===== config.mk =====
export PLATFORM = sky130hd
export DESIGN_NAME = alu_share_arbiter_flat
export DESIGN_NICKNAME = d
export VERILOG_FILES = /design/src/rtl/alu_share_arbiter_if.sv /design/src/rtl/alu_share_arbiter.sv /design/src/flat_wrapper.sv
export SDC_FILE = /design/constraint.sdc
export NUM_CORES = 1
export LEC_CHECK = 0
export CORE_ASPECT_RATIO = 1.25
export CORE_MARGIN = 5
export CORE_UTILIZATION = 45
export DETAILED_ROUTE_END_ITERATION = 7
export PLACE_DENSITY_LB_ADDON = 0.05
export SETUP_SLACK_MARGIN = 0.05
export SYNTH_ARGS = -nofsm -noshare
export SYNTH_HDL_FRONTEND = slang
export SYNTH_SLANG_ARGS = --single-unit

===== constraint.sdc =====
create_clock -name clk -period 2.9 [get_ports clk]
set_input_delay 0.58 -clock clk [delete_from_list [all_inputs] [get_ports clk]]
set_output_delay 0.58 -clock clk [all_outputs]
set_load 0.02 [all_outputs]

===== src/rtl/alu_share_arbiter_if.sv =====
// Bundle of both requester channels (request + response) and the ALU-side
// signals shared between the arbiter and its surroundings.
interface alu_share_arbiter_if #(
    parameter int DATA_WIDTH      = 32,
    parameter int OPCODE_LENGTH   = 4,
    parameter int STALL_CNT_WIDTH = 16
);
    // Requester 0 (execute path)
    logic                     req0_valid;
    logic                     req0_ready;
    logic [DATA_WIDTH-1:0]    req0_srca;
    logic [DATA_WIDTH-1:0]    req0_srcb;
    logic [OPCODE_LENGTH-1:0] req0_op;
    logic [3:0]               req0_brflags;
    logic                     rsp0_valid;
    logic                     rsp0_ready;
    logic [DATA_WIDTH-1:0]    rsp0_result;

    // Requester 1 (branch/address-compare path)
    logic                     req1_valid;
    logic                     req1_ready;
    logic [DATA_WIDTH-1:0]    req1_srca;
    logic [DATA_WIDTH-1:0]    req1_srcb;
    logic [OPCODE_LENGTH-1:0] req1_op;
    logic [3:0]               req1_brflags;
    logic                     rsp1_valid;
    logic                     rsp1_ready;
    logic [DATA_WIDTH-1:0]    rsp1_result;

    // Shared ALU
    logic [DATA_WIDTH-1:0]    alu_srca;
    logic [DATA_WIDTH-1:0]    alu_srcb;
    logic [OPCODE_LENGTH-1:0] alu_op;
    logic                     alu_blt;
    logic                     alu_bgt;
    logic                     alu_bltu;
    logic                     alu_bgeu;
    logic [DATA_WIDTH-1:0]    alu_result;

    // Status
    logic                       alu_busy;
    logic [STALL_CNT_WIDTH-1:0] stall_cnt;

    // Requesters and ALU side
    modport master (
        output req0_valid, req0_srca, req0_srcb, req0_op, req0_brflags, rsp0_ready,
        output req1_valid, req1_srca, req1_srcb, req1_op, req1_brflags, rsp1_ready,
        input  req0_ready, rsp0_valid, rsp0_result,
        input  req1_ready, rsp1_valid, rsp1_result,
        input  alu_srca, alu_srcb, alu_op, alu_blt, alu_bgt, alu_bltu, alu_bgeu,
        output alu_result,
        input  alu_busy, stall_cnt
    );

    // Arbiter side
    modport slave (
        input  req0_valid, req0_srca, req0_srcb, req0_op, req0_brflags, rsp0_ready,
        input  req1_valid, req1_srca, req1_srcb, req1_op, req1_brflags, rsp1_ready,
        output req0_ready, rsp0_valid, rsp0_result,
        output req1_ready, rsp1_valid, rsp1_result,
        output alu_srca, alu_srcb, alu_op, alu_blt, alu_bgt, alu_bltu, alu_bgeu,
        input  alu_result,
        output alu_busy, stall_cnt
    );
endinterface


===== src/rtl/alu_share_arbiter.sv =====
// Round-robin sharing of one combinational ALU between the execute path
// (requester 0) and the branch-compare path (requester 1). One registered
// issue stage feeds the ALU; each requester owns one response register and
// may have at most one operation in flight.
module alu_share_arbiter #(
    parameter int DATA_WIDTH      = 32,
    parameter int OPCODE_LENGTH   = 4,
    parameter int STALL_CNT_WIDTH = 16
) (
    input logic              clk,
    input logic              reset,
    alu_share_arbiter_if.slave bus
);

    localparam logic [OPCODE_LENGTH-1:0]   OP_IDLE = '1;
    localparam logic [STALL_CNT_WIDTH-1:0] CNT_ONE = STALL_CNT_WIDTH'(1);

    // Saturating increment: the counter sticks at all-ones instead of wrapping.
    function automatic logic [STALL_CNT_WIDTH-1:0] sat_inc(
        input logic [STALL_CNT_WIDTH-1:0] v
    );
        if (&v) begin
            return v;
        end
        return v + CNT_ONE;
    endfunction

    // Control state
    logic                       pending0_q, pending0_d;
    logic                       pending1_q, pending1_d;
    logic                       prio_q, prio_d;
    logic [STALL_CNT_WIDTH-1:0] stall_cnt_q, stall_cnt_d;

    // Issue stage (p1)
    logic                     vld_p1_q, vld_p1_d;
    logic                     id_p1_q, id_p1_d;
    logic [DATA_WIDTH-1:0]    srca_p1_q, srca_p1_d;
    logic [DATA_WIDTH-1:0]    srcb_p1_q, srcb_p1_d;
    logic [OPCODE_LENGTH-1:0] op_p1_q, op_p1_d;
    logic [3:0]               brflags_p1_q, brflags_p1_d;

    // Response stage (p2), one register per requester
    logic                  rsp0_vld_p2_q, rsp0_vld_p2_d;
    logic [DATA_WIDTH-1:0] rsp0_result_p2_q, rsp0_result_p2_d;
    logic                  rsp1_vld_p2_q, rsp1_vld_p2_d;
    logic [DATA_WIDTH-1:0] rsp1_result_p2_q, rsp1_result_p2_d;

    logic rsp0_hs, rsp1_hs;
    logic elig0, elig1;
    logic grant0, grant1;

    // Arbitration: a requester may issue when its previous result is gone or
    // is being consumed this cycle, so the response register is never overrun.
    always_comb begin
        rsp0_hs = rsp0_vld_p2_q && bus.rsp0_ready;
        rsp1_hs = rsp1_vld_p2_q && bus.rsp1_ready;
        elig0   = bus.req0_valid && (!pending0_q || rsp0_hs);
        elig1   = bus.req1_valid && (!pending1_q || rsp1_hs);
        grant0  = elig0 && (!elig1 || !prio_q);
        grant1  = elig1 && (!elig0 ||  prio_q);
    end

    // Next-state for control, issue stage and response registers
    always_comb begin
        pending0_d       = pending0_q;
        pending1_d       = pending1_q;
        prio_d           = prio_q;
        stall_cnt_d      = stall_cnt_q;
        vld_p1_d         = grant0 || grant1;
        id_p1_d          = id_p1_q;
        srca_p1_d        = srca_p1_q;
        srcb_p1_d        = srcb_p1_q;
        op_p1_d          = op_p1_q;
        brflags_p1_d     = brflags_p1_q;
        rsp0_vld_p2_d    = rsp0_vld_p2_q;
        rsp0_result_p2_d = rsp0_result_p2_q;
        rsp1_vld_p2_d    = rsp1_vld_p2_q;
        rsp1_result_p2_d = rsp1_result_p2_q;

        // Outstanding tracking: a new accept wins over a same-cycle handshake
        if (grant0) begin
            pending0_d = 1'b1;
        end else if (rsp0_hs) begin
            pending0_d = 1'b0;
        end
        if (grant1) begin
            pending1_d = 1'b1;
        end else if (rsp1_hs) begin
            pending1_d = 1'b0;
        end

        // Priority passes to the other requester after every grant
        if (grant0) begin
            prio_d = 1'b1;
        end else if (grant1) begin
            prio_d = 1'b0;
        end

        // Load the issue stage from the winner; otherwise keep the old payload
        if (grant0) begin
            id_p1_d      = 1'b0;
            srca_p1_d    = bus.req0_srca;
            srcb_p1_d    = bus.req0_srcb;
            op_p1_d      = bus.req0_op;
            brflags_p1_d = bus.req0_brflags;
        end else if (grant1) begin
            id_p1_d      = 1'b1;
            srca_p1_d    = bus.req1_srca;
            srcb_p1_d    = bus.req1_srcb;
            op_p1_d      = bus.req1_op;
            brflags_p1_d = bus.req1_brflags;
        end

        // Capture the ALU result for the owner of the issued op
        if (vld_p1_q && !id_p1_q) begin
            rsp0_vld_p2_d    = 1'b1;
            rsp0_result_p2_d = bus.alu_result;
        end else if (rsp0_hs) begin
            rsp0_vld_p2_d = 1'b0;
        end
        if (vld_p1_q && id_p1_q) begin
            rsp1_vld_p2_d    = 1'b1;
            rsp1_result_p2_d = bus.alu_result;
        end else if (rsp1_hs) begin
            rsp1_vld_p2_d = 1'b0;
        end

        // Contention: any valid request left waiting this cycle
        if ((bus.req0_valid && !grant0) || (bus.req1_valid && !grant1)) begin
            stall_cnt_d = sat_inc(stall_cnt_q);
        end
    end

    // State registers; reset discards in-flight work and all results
    always_ff @(posedge clk) begin
        if (reset) begin
            pending0_q       <= 1'b0;
            pending1_q       <= 1'b0;
            prio_q           <= 1'b0;
            stall_cnt_q      <= '0;
            vld_p1_q         <= 1'b0;
            id_p1_q          <= 1'b0;
            srca_p1_q        <= '0;
            srcb_p1_q        <= '0;
            op_p1_q          <= '0;
            brflags_p1_q     <= '0;
            rsp0_vld_p2_q    <= 1'b0;
            rsp0_result_p2_q <= '0;
            rsp1_vld_p2_q    <= 1'b0;
            rsp1_result_p2_q <= '0;
        end else begin
            pending0_q       <= pending0_d;
            pending1_q       <= pending1_d;
            prio_q           <= prio_d;
            stall_cnt_q      <= stall_cnt_d;
            vld_p1_q         <= vld_p1_d;
            id_p1_q          <= id_p1_d;
            srca_p1_q        <= srca_p1_d;
            srcb_p1_q        <= srcb_p1_d;
            op_p1_q          <= op_p1_d;
            brflags_p1_q     <= brflags_p1_d;
            rsp0_vld_p2_q    <= rsp0_vld_p2_d;
            rsp0_result_p2_q <= rsp0_result_p2_d;
            rsp1_vld_p2_q    <= rsp1_vld_p2_d;
            rsp1_result_p2_q <= rsp1_result_p2_d;
        end
    end

    // ALU drive: idle pattern whenever the issue stage is empty
    always_comb begin
        bus.alu_srca = '0;
        bus.alu_srcb = '0;
        bus.alu_op   = OP_IDLE;
        bus.alu_blt  = 1'b0;
        bus.alu_bgt  = 1'b0;
        bus.alu_bltu = 1'b0;
        bus.alu_bgeu = 1'b0;
        if (vld_p1_q) begin
            bus.alu_srca = srca_p1_q;
            bus.alu_srcb = srcb_p1_q;
            bus.alu_op   = op_p1_q;
            bus.alu_blt  = brflags_p1_q[3];
            bus.alu_bgt  = brflags_p1_q[2];
            bus.alu_bltu = brflags_p1_q[1];
            bus.alu_bgeu = brflags_p1_q[0];
        end
    end

    assign bus.req0_ready  = grant0;
    assign bus.req1_ready  = grant1;
    assign bus.rsp0_valid  = rsp0_vld_p2_q;
    assign bus.rsp0_result = rsp0_result_p2_q;
    assign bus.rsp1_valid  = rsp1_vld_p2_q;
    assign bus.rsp1_result = rsp1_result_p2_q;
    assign bus.alu_busy    = vld_p1_q;
    assign bus.stall_cnt   = stall_cnt_q;

endmodule


===== src/flat_wrapper.sv =====
// flat-port wrapper written by rule: the top's interface ports become plain ports
module alu_share_arbiter_flat 
#(
    parameter int DATA_WIDTH      = 32,
    parameter int OPCODE_LENGTH   = 4,
    parameter int STALL_CNT_WIDTH = 16
)
  (clk, reset, bus_req0_valid, bus_req0_srca, bus_req0_srcb, bus_req0_op, bus_req0_brflags, bus_rsp0_ready, bus_req1_valid, bus_req1_srca, bus_req1_srcb, bus_req1_op, bus_req1_brflags, bus_rsp1_ready, bus_req0_ready, bus_rsp0_valid, bus_rsp0_result, bus_req1_ready, bus_rsp1_valid, bus_rsp1_result, bus_alu_srca, bus_alu_srcb, bus_alu_op, bus_alu_blt, bus_alu_bgt, bus_alu_bltu, bus_alu_bgeu, bus_alu_result, bus_alu_busy, bus_stall_cnt);
  alu_share_arbiter_if #(.DATA_WIDTH(DATA_WIDTH), .OPCODE_LENGTH(OPCODE_LENGTH), .STALL_CNT_WIDTH(STALL_CNT_WIDTH)) bus_i ();
  input logic clk;
  input logic reset;
  input wire logic [$bits(bus_i.req0_valid)-1:0] bus_req0_valid;
  input wire logic [$bits(bus_i.req0_srca)-1:0] bus_req0_srca;
  input wire logic [$bits(bus_i.req0_srcb)-1:0] bus_req0_srcb;
  input wire logic [$bits(bus_i.req0_op)-1:0] bus_req0_op;
  input wire logic [$bits(bus_i.req0_brflags)-1:0] bus_req0_brflags;
  input wire logic [$bits(bus_i.rsp0_ready)-1:0] bus_rsp0_ready;
  input wire logic [$bits(bus_i.req1_valid)-1:0] bus_req1_valid;
  input wire logic [$bits(bus_i.req1_srca)-1:0] bus_req1_srca;
  input wire logic [$bits(bus_i.req1_srcb)-1:0] bus_req1_srcb;
  input wire logic [$bits(bus_i.req1_op)-1:0] bus_req1_op;
  input wire logic [$bits(bus_i.req1_brflags)-1:0] bus_req1_brflags;
  input wire logic [$bits(bus_i.rsp1_ready)-1:0] bus_rsp1_ready;
  output wire logic [$bits(bus_i.req0_ready)-1:0] bus_req0_ready;
  output wire logic [$bits(bus_i.rsp0_valid)-1:0] bus_rsp0_valid;
  output wire logic [$bits(bus_i.rsp0_result)-1:0] bus_rsp0_result;
  output wire logic [$bits(bus_i.req1_ready)-1:0] bus_req1_ready;
  output wire logic [$bits(bus_i.rsp1_valid)-1:0] bus_rsp1_valid;
  output wire logic [$bits(bus_i.rsp1_result)-1:0] bus_rsp1_result;
  output wire logic [$bits(bus_i.alu_srca)-1:0] bus_alu_srca;
  output wire logic [$bits(bus_i.alu_srcb)-1:0] bus_alu_srcb;
  output wire logic [$bits(bus_i.alu_op)-1:0] bus_alu_op;
  output wire logic [$bits(bus_i.alu_blt)-1:0] bus_alu_blt;
  output wire logic [$bits(bus_i.alu_bgt)-1:0] bus_alu_bgt;
  output wire logic [$bits(bus_i.alu_bltu)-1:0] bus_alu_bltu;
  output wire logic [$bits(bus_i.alu_bgeu)-1:0] bus_alu_bgeu;
  input wire logic [$bits(bus_i.alu_result)-1:0] bus_alu_result;
  output wire logic [$bits(bus_i.alu_busy)-1:0] bus_alu_busy;
  output wire logic [$bits(bus_i.stall_cnt)-1:0] bus_stall_cnt;
  assign bus_i.req0_valid = bus_req0_valid;
  assign bus_i.req0_srca = bus_req0_srca;
  assign bus_i.req0_srcb = bus_req0_srcb;
  assign bus_i.req0_op = bus_req0_op;
  assign bus_i.req0_brflags = bus_req0_brflags;
  assign bus_i.rsp0_ready = bus_rsp0_ready;
  assign bus_i.req1_valid = bus_req1_valid;
  assign bus_i.req1_srca = bus_req1_srca;
  assign bus_i.req1_srcb = bus_req1_srcb;
  assign bus_i.req1_op = bus_req1_op;
  assign bus_i.req1_brflags = bus_req1_brflags;
  assign bus_i.rsp1_ready = bus_rsp1_ready;
  assign bus_req0_ready = bus_i.req0_ready;
  assign bus_rsp0_valid = bus_i.rsp0_valid;
  assign bus_rsp0_result = bus_i.rsp0_result;
  assign bus_req1_ready = bus_i.req1_ready;
  assign bus_rsp1_valid = bus_i.rsp1_valid;
  assign bus_rsp1_result = bus_i.rsp1_result;
  assign bus_alu_srca = bus_i.alu_srca;
  assign bus_alu_srcb = bus_i.alu_srcb;
  assign bus_alu_op = bus_i.alu_op;
  assign bus_alu_blt = bus_i.alu_blt;
  assign bus_alu_bgt = bus_i.alu_bgt;
  assign bus_alu_bltu = bus_i.alu_bltu;
  assign bus_alu_bgeu = bus_i.alu_bgeu;
  assign bus_i.alu_result = bus_alu_result;
  assign bus_alu_busy = bus_i.alu_busy;
  assign bus_stall_cnt = bus_i.stall_cnt;
  alu_share_arbiter #(.DATA_WIDTH(DATA_WIDTH), .OPCODE_LENGTH(OPCODE_LENGTH), .STALL_CNT_WIDTH(STALL_CNT_WIDTH)) u_core (.clk(clk), .reset(reset), .bus(bus_i));
endmodule

==> qor.yml <==
place:
  globalplace.congestion: 0.825
  pre_cts_slack_ns: 0.153
  dp_hpwl_um: 17300
  port_buffers: 338
drt:
  wl_per_cell_um: 16.6
  wl_met3_um: 2570
  vias_per_cell: 5.07
  antenna_left: 0
  dr.pass1.iters: 4
  topRoutingLayerUsed: "met4"
  wl_um: 23600
  vias: 7211
  wl_met2_um: 11800
  drt_iter0_drc: 368
  drt-met1-wl_um: 8250
  drc: 0
yosys:
  synth_area_per_cell_um2: 8.04
  synth_cell_type_count: 46
  synth-main-ff-cell: "dfxtp_1"
  synthArstFlopShare_pct: 0
  synth_cells: 892
  synth_nets: 1075
  synth_seq_area_share_pct: 44.4
  synth-edff-count: 0
  ys_seq_elements: 159
  ys.warnings.count: 0
  syn-cell-area_um2: 7170
clock_tree:
  cts_resized: 0
  clk_pin_slew_ns: 0.06
  clkLatencyLatePin_ns: 0.43
  htree_levels: 4
  cts_tree: "done"
  cts_root_buffer: "clkbuf_16"
  cts_setup_buffers: 0
  cts_sinks: 159
  clockBufferDepth: 2
  cts_buffers: 17
  postCtsHoldBufs: 0
die:
  dieArea_um2: 18600
  die_w_um: 123
  fp.dieH_um: 151
  initial_core_util_pct: 45.9
  core_um2: 15600
  fp-row-count: 51
  io_pins: 339
timing:
  setup_ws_ns: 0.143
  tightest_slew_ns: 0.568
  rsz0062_at_grt: "false"
  holdWs_ns: 0.451
  slew_viol_final: 0
  tns_ns: 0
  hold_violations: 0
  setup_viol: 0
  fin_skew_ns: 0.00852
  fin_crit_ns: 2.76
  fin_crit_sh_pct: 95.1
  max_freq_mhz: 363
  max_slew_margin_pct: 62.1
critical_path:
  arrival_ns: 2.18
  cp-start-kind: "input pin"
  worstSetupEndpointType: "output pin"
  critPathKind: "in -> out"
  required_ns: 2.32
  worstPathMaxFanout: 3
job:
  max-cap-violations: 0
layout:
  drive_gt1_share_pct: 9.19
  regArea_um2: 3180
  multiInputGateArea_um2: 3630
  syn2layout_area_growth_pct: 57.9
  fillers: 1260
  finalNetCount: 1379
global_route:
  grt-ovfl-total: 0
  grt_use_total_pct: 25.1
  grt_antenna_before_repair: 2
  first_global_vias: 7015
  grt_max_degree: 74
  grt_pass1_wl_um: 36000
power_and_ir_drop:
  p_leak_uw: 0.00417
  p_per_area_nw_per_um2: 521
  ir_drop_mv: 0.355
worst_hold_path:
  min_path_type: "reg -> reg"
run_status:
  status: "complete, no violations"
[synthesized netlist by cell type, types with 2 or more instances]
master,instances,area [µm²]
buf_6,6,67.6
buf_2,18,90.1
a21bo_2,2,20.0
a22oi_1,2,15.0
a21o_1,5,37.5
a311oi_1,24,210
a21oi_1,81,405
nand4_1,3,18.8
a311oi_2,49,736
dfxtp_1,159,3180
nand4b_1,3,26.3
nor2_1,79,297
nand2b_1,8,50.1
and3_1,5,31.3
clkbuf_1,46,173
inv_1,6,22.5
buf_1,3,11.3
nand3_1,7,35.0
nand2_1,282,1060
nor2b_1,2,12.5
o21ai_0,5,25.0
nor3_1,3,15.0
and2_1,71,444
[kinds of logic after synthesis]
kind of cell	synth area share, %
buffers and inverters	5.13
adder cells (fa/ha/maj)	0.174
multiplexers	0.140
XOR/XNOR	0.122
AND/OR/NAND/NOR	28.7
AO/OA/AOI/OAI	21.3
flip-flops	44.4
[state kept, by name (all words and copies together), names as in the netlist]
name,count
u_core.pending1_q,1
u_core.id_p1_q,1
u_core.bus.rsp1_result,32
u_core.bus.rsp1_valid,1
u_core.prio_q,1
u_core.bus.alu_busy,1
u_core.srca_p1_q,32
u_core.op_p1_q,4
u_core.bus.stall_cnt,16
u_core.brflags_p1_q,4
u_core.srcb_p1_q,32
u_core.bus.rsp0_result,32
u_core.bus.rsp0_valid,1
u_core.pending0_q,1
[metrics by stage]
step | util (%) | instance area (µm²) | total power [µW] | cells
finish | 72.4 | 11300 | 5900 | 1422
global route | 72.4 | 11300 | 6180 | 1422
CTS | 72.4 | 11300 | 5960 | 1420
detailed placement | 68.9 | 10800 | 3890 | 1389
global placement | 68.9 | 10800 | 3870 | 1389
floorplan | - | 7170 | 3230 | 892
[layout by cell type (no fill, tap or decap), types with 3 or more instances in the layout]
cell	n
clkdlybuf4s50_1	336
nand2_1	282
dfxtp_1	158
a21oi_1	81
nor2_1	79
and2_1	71
a311oi_2	49
a311oi_1	24
clkbuf_16	17
buf_12	11
buf_4	10
nand2b_1	7
nand3_1	7
inv_1	6
and3_1	5
o21ai_0	5
a21o_1	5
clkinvlp_4	5
clkinv_4	5
nand4_1	3
nor3_1	3
nand4b_1	3
[worst max-delay path, cell delays in order]
cell and delay (ns):
clkdlybuf4s50_1 0.50, a21bo_1 0.14, and2_1 0.15, o21ai_0 0.11, inv_1 0.07, clkdlybuf4s50_1 0.62
[layout make-up]
type                    count  share of cell area [%]
repair buffers            358                    32.4
multi-input cells         653                    32.1
flip-flops and latches    159                    28.1
clock buffers              18                    3.79
well taps                 212                    2.34
clock inverters            13                   0.995
inverters                   7                   0.232
diodes                      2                  0.0442
[layer usage]
metal,GRT usage (%),up-vias
met5,0,-
met4,11.7,0
met3,10.9,50
met2,43.1,277
met1,26.1,3268
li1,-,3616
[power breakdown]
group | internal (µW) | switching [µW] | leakage [µW]
clock | 1110 | 959 | 0.000249
sequential | 2360 | 82.1 | 0.00131
combinational | 690 | 701 | 0.00262
total | 4160 | 1740 | 0.00417
[final timing paths]
kind | slack [ns] | cells after the start | from | to
setup / recovery | 0.14 | 6 | bus_rsp1_ready | bus_req1_ready
hold / removal | 0.45 | 2 | u_core.bus.rsp1_result[7] | u_core.bus.rsp1_result[7]
setup reg to reg | 1.02 | 6 | u_core.bus.stall_cnt[0] | u_core.bus.stall_cnt[12]
hold reg to reg | 0.45 | 2 | u_core.bus.rsp1_result[7] | u_core.bus.rsp1_result[7]
(Power assumes the default switching activity.)
